`src/rtl/mario_power_fsm.sv`:
```
// Character power-state FSM: SMALL/GROW/FIRE/DEAD, invulnerability blink and fireball requests.
// Optional fireball spawning is enabled by defining POWER_FIREBALL_EN.
module mario_power_fsm #(
  parameter int unsigned GROW_FRAMES   = 30,
  parameter int unsigned INVULN_FRAMES = 120,
  parameter int unsigned FIRE_COOLDOWN = 20,
  parameter int unsigned BLINK_PERIOD  = 4
) (
  input  logic       sys_clk,
  input  logic       RST,
  input  logic       frame_tick,
  input  logic       touch_flower,
  input  logic       touch_enemy,
  input  logic       fire_btn,
  input  logic       facing_right,
  input  logic [9:0] char_X,
  input  logic [9:0] char_Y,
  input  logic       fb_busy,
  output logic [1:0] power_state,
  output logic [4:0] char_height,
  output logic       freeze,
  output logic       invuln,
  output logic       char_visible,
  output logic       dead,
  output logic       fb_req,
  output logic [9:0] fb_x,
  output logic [9:0] fb_y,
  output logic       fb_dir
);

  typedef enum logic [1:0] {
    StSmall = 2'd0,
    StGrow  = 2'd1,
    StFire  = 2'd2,
    StDead  = 2'd3
  } state_e;

  state_e      state_q;
  logic [15:0] grow_q;
  logic [15:0] inv_q;
  logic [15:0] blink_cnt_q;
  logic        phase_q;
  logic        inv_active;
  logic        hit;

  assign inv_active = (inv_q != 16'd0);
  // FIRE shrinks to SMALL on an unprotected enemy touch
  assign hit        = (state_q == StFire) && touch_enemy && !inv_active;

  always_ff @(posedge sys_clk) begin
    if (RST) begin
      state_q     <= StSmall;
      grow_q      <= 16'd0;
      inv_q       <= 16'd0;
      blink_cnt_q <= 16'd0;
      phase_q     <= 1'b0;
    end else begin
      unique case (state_q)
        StSmall: begin
          if (touch_enemy && !inv_active) begin
            state_q <= StDead;
          end else if (touch_flower) begin
            state_q <= StGrow;
            grow_q  <= 16'(GROW_FRAMES);
          end
        end
        StGrow: begin
          if (frame_tick) begin
            if (grow_q <= 16'd1) begin
              state_q <= StFire;
              grow_q  <= 16'd0;
            end else begin
              grow_q <= grow_q - 16'd1;
            end
          end
        end
        StFire: begin
          if (hit) state_q <= StSmall;
        end
        default: ;
      endcase

      // Invulnerability and blink are frozen during GROW
      if (hit) begin
        inv_q       <= 16'(INVULN_FRAMES);
        blink_cnt_q <= 16'd0;
        phase_q     <= 1'b0;
      end else if (frame_tick && inv_active && (state_q != StGrow)) begin
        inv_q <= inv_q - 16'd1;
        if (inv_q == 16'd1) begin
          blink_cnt_q <= 16'd0;
          phase_q     <= 1'b0;
        end else if (blink_cnt_q >= 16'(BLINK_PERIOD - 1)) begin
          blink_cnt_q <= 16'd0;
          phase_q     <= ~phase_q;
        end else begin
          blink_cnt_q <= blink_cnt_q + 16'd1;
        end
      end
    end
  end

`ifdef POWER_FIREBALL_EN
  logic        fire_q;
  logic [15:0] cool_q;
  logic        fb_fire;
  logic        fb_req_q;
  logic [9:0]  fb_x_q;
  logic [9:0]  fb_y_q;
  logic        fb_dir_q;

  assign fb_fire = (state_q == StFire) && !hit && fire_btn && !fire_q &&
                   (cool_q == 16'd0) && !fb_busy;

  always_ff @(posedge sys_clk) begin
    if (RST) begin
      fire_q   <= 1'b0;
      cool_q   <= 16'd0;
      fb_req_q <= 1'b0;
      fb_x_q   <= 10'd0;
      fb_y_q   <= 10'd0;
      fb_dir_q <= 1'b0;
    end else begin
      fire_q   <= fire_btn;
      fb_req_q <= fb_fire;
      if (hit) begin
        cool_q <= 16'd0;
      end else if (fb_fire) begin
        cool_q <= 16'(FIRE_COOLDOWN);
      end else if (frame_tick && (cool_q != 16'd0)) begin
        cool_q <= cool_q - 16'd1;
      end
      if (fb_fire) begin
        fb_x_q   <= facing_right ? (char_X + 10'd12) : (char_X - 10'd4);
        fb_y_q   <= char_Y + 10'd4;
        fb_dir_q <= facing_right;
      end
    end
  end

  assign fb_req = fb_req_q;
  assign fb_x   = fb_x_q;
  assign fb_y   = fb_y_q;
  assign fb_dir = fb_dir_q;
`else
  logic unused_fb_inputs;
  assign unused_fb_inputs = ^{fire_btn, facing_right, char_X, char_Y, fb_busy};
  assign fb_req = 1'b0;
  assign fb_x   = 10'd0;
  assign fb_y   = 10'd0;
  assign fb_dir = 1'b0;
`endif

  always_comb begin
    power_state  = state_q;
    char_height  = ((state_q == StGrow) || (state_q == StFire)) ? 5'd24 : 5'd12;
    freeze       = (state_q == StGrow);
    invuln       = inv_active;
    char_visible = (state_q == StDead) || !(inv_active && phase_q);
    dead         = (state_q == StDead);
  end

endmodule

```
`config.mk`:
```
export PLATFORM = sky130hd
export DESIGN_NAME = mario_power_fsm
export DESIGN_NICKNAME = d
export VERILOG_FILES = /design/src/rtl/mario_power_fsm.sv
export SDC_FILE = /design/constraint.sdc
export NUM_CORES = 1
export LEC_CHECK = 0
export BUFFER_PORTS_ARGS = -buffer_cell sky130_fd_sc_hd__buf_2
export CORE_ASPECT_RATIO = 1.4
export CORE_MARGIN = 5
export CORE_UTILIZATION = 50
export CTS_CLUSTER_SIZE = 20
export DETAILED_ROUTE_END_ITERATION = 10
export PLACE_DENSITY = 0.74
export SKIP_CTS_REPAIR_TIMING = 1
export SYNTH_ARGS = -nofsm -noshare
export SYNTH_HDL_FRONTEND = slang
export SYNTH_SLANG_ARGS = --single-unit
```
`constraint.sdc`:
```
create_clock -name sys_clk -period 6.2 [get_ports sys_clk]
set_clock_uncertainty 0.15 [all_clocks]
set_input_delay 0.62 -clock sys_clk [delete_from_list [all_inputs] [get_ports sys_clk]]
set_output_delay 0.62 -clock sys_clk [all_outputs]
set_load 0.05 [all_outputs]
```
==> flow_summary.ini <==
[run_status]
outcome = completed

[logic_synthesis]
syn_avg_cell_area_um2 = 8.45
synth_area_um2 = 2930
synthFlopType = dfxtp_1
netlist_instances = 346
synth_edf_count = 0
ys_ff_latch = 51
yosysUniqueCellTypes = 54
yosysWarnings = 0
synth.yosys.seq_area_share_pct = 34.9
async_flop_share_pct = 0

[routing]
drt_pre_antenna_iters = 4
wl_um = 5970
routedWlPerCell_um = 14.0
drc = 0
wl_met2_um = 2990
routed_via_density = 5.60
met3_length_um = 248
ant_nets = 0
wl_met1_um = 2620
highest_layer = met4
via_count = 2385
drt_iter0_drc = 131

[clocking]
cts_max_level = 2
cts_buffers = 5
clk_pin_slew_ns = 0.10
cts_tree = done
root_buffer = clkbuf_8
cts.sinks = 51
clockBufferDepth = 2
clock_latency_ns = 0.31

[floorplanning]
rows = 33
fp.dieArea_um2 = 7500
initial_core_util_pct = 50.6
die_x_um = 74.6
die_h_um = 101
core_um2 = 5780
ios = 61

[setup_path]
start_kind = flop
critical_path_arrival_ns = 3.24
critPathCaptureType = flop
worstSetupPathType = reg2reg
cp.required_ns = 6.24
cp_max_fo = 17

[timing]
setup_violations = 0
slew_violations = 0
finalCritPeriodShare_pct = 51.7
rsz0062_at_grt = no
tightest_slew_ns = 0.846
max_freq_mhz = 312
period_minus_slack_ns = 3.20
tns_ns = 0
whs_ns = 0.339
slew_headroom_pct = 43.1
hold_viol = 0

[power_and_ir_drop]
p_sw_share_pct = 49.2
p_int_w = 0.000945
combPwrFrac_pct = 59.4
switchingPower_w = 0.000917
p_seq_share_pct = 27.7
peakVddDrop_v = 0.000373
p_leak_nw = 1.21
power_density_nw_per_um2 = 607
total_power_w = 0.00186
p_clk_share_pct = 12.9

[global_route]
grt_max_degree = 21
grt_pass1_vias = 2271
globalRouteOverflowTotal = 0
antenna_found_initial = 0
grt_first_pass_wirelength_um = 10200
grt_usage_pct = 17.1

[placed_design]
dp_hpwl_um = 4380
gp_congestion = 0.828
io_buffers = 12

[cells_and_area]
antenna_cells = 0
area_growth_pct = 4.88
drive_gt1_share_pct = 9.55
finalNetCount = 393

[hold_path]
hp-class = reg2reg

[run]
cap_violations = 0
==> cell type report <==
type | count | area [µm²]
multi-input cells | 268 | 1710
inverters | 14 | 52.6
fillers | 538 | 2710
repair buffers | 15 | 82.6
flip-flops and latches | 51 | 1020
well taps | 70 | 87.6
clock inverters | 3 | 47.5
clock buffers | 5 | 68.8
==> per-stage QoR <==
| step | utilization (%) | instance area, µm² | cells | setup WS (ns) |
|---|---|---|---|---|
| floorplan | - | 3010 | 369 | 3.16 |
| global placement | 51.1 | 2950 | 418 | 3.02 |
| detailed placement | 51.1 | 2950 | 418 | 2.99 |
| CTS | 53.1 | 3070 | 426 | 2.96 |
| global route | 53.1 | 3070 | 426 | 2.70 |
| finish | 53.1 | 3070 | 426 | 3.00 |
==> path summary, 6_finish.rpt <==
check | from | endpoint | slack (ns) | depth (start not counted)
min | blink_cnt_q[15] | blink_cnt_q[15] | 0.34 | 2
max reg2reg | inv_q[0] | blink_cnt_q[9] | 3.00 | 7
min reg2reg | blink_cnt_q[15] | blink_cnt_q[15] | 0.34 | 2
max | inv_q[0] | blink_cnt_q[9] | 3.00 | 7
==> flip-flops by register name (all words and copies together), names as in the netlist <==
register	cells
grow_q	16
inv_q	16
phase_q	1
power_state	2
blink_cnt_q	16
==> critical path: stages, from the launching register on <==
cell     delay (ns)
dfxtp_1        0.38
inv_1          0.10
ha_1           0.19
or4bb_1        0.55
nor4_4         0.63
a21o_1         0.52
a21o_1         0.46
nor2_1         0.10
==> cells in the final DEF, fill, tap and decap left out, types with 6 or more instances in the layout <==
cell and count:
nor2_1 53, nand2_1 17, a21oi_1 15, ha_1 10, dfxtp_1 51, buf_2 12
conb_1 25, xnor2_1 28, nor4_1 11, nor3_1 12, inv_1 14, nand4_1 6
a211oi_1 7
==> cell families (layout without fill, tap and decap cells) <==
logic type / after synthesis / count (layout) / synth area share [%]
and+or+nand+nor: 145 / 145 / 27.3
AOI/OAI and AO/OA: 58 / 58 / 14.3
DFF: 51 / 51 / 34.9
buffers and inverters: 50 / 37 / 9.88
xor gates and xnor gates: 28 / 28 / 8.38
adders and majority gates: 10 / 10 / 4.28
other: 2 / 25 / 0.257
muxes: 2 / 2 / 0.727
==> cells in the mapped netlist (4+ instances only) <==
cell type  count  area share, %
or4_1          5            1.3
buf_4         25            6.4
nand4_1        6            1.3
a211oi_1       7            1.8
buf_2          6            1.0
dfxtp_1       51             35
xnor2_1       28            8.4
a21o_1         4            1.0
inv_1         14            1.8
o31ai_1        5            1.3
clkbuf_1       4           0.51
a2111oi_0      4            1.2
nor2_1        53            6.8
ha_1          10            4.3
nand3b_1       4            1.0
a21oi_1       15            2.6
nor4_1        12            2.6
nand3_1        5           0.86
nand2_1       17            2.2
nor3_1        12            2.1
==> power groups by stage <==
stage               Clock [W]  Combinational (W)  Sequential [W]
floorplan                   0           0.000897        0.000515
finish               0.000241            0.00110        0.000516
CTS                  0.000248            0.00110        0.000514
global route         0.000264            0.00122        0.000532
detailed placement          0            0.00110        0.000521
global placement            0            0.00108        0.000517
==> metal layers <==
layer  track usage [%]  vias up
met4              6.44        0
met1              21.2     1128
li1                  -     1199
met5                 0        -
met2              28.6       50
met3              3.49        8
No activity file was read; power rests on OpenSTA's default activity.
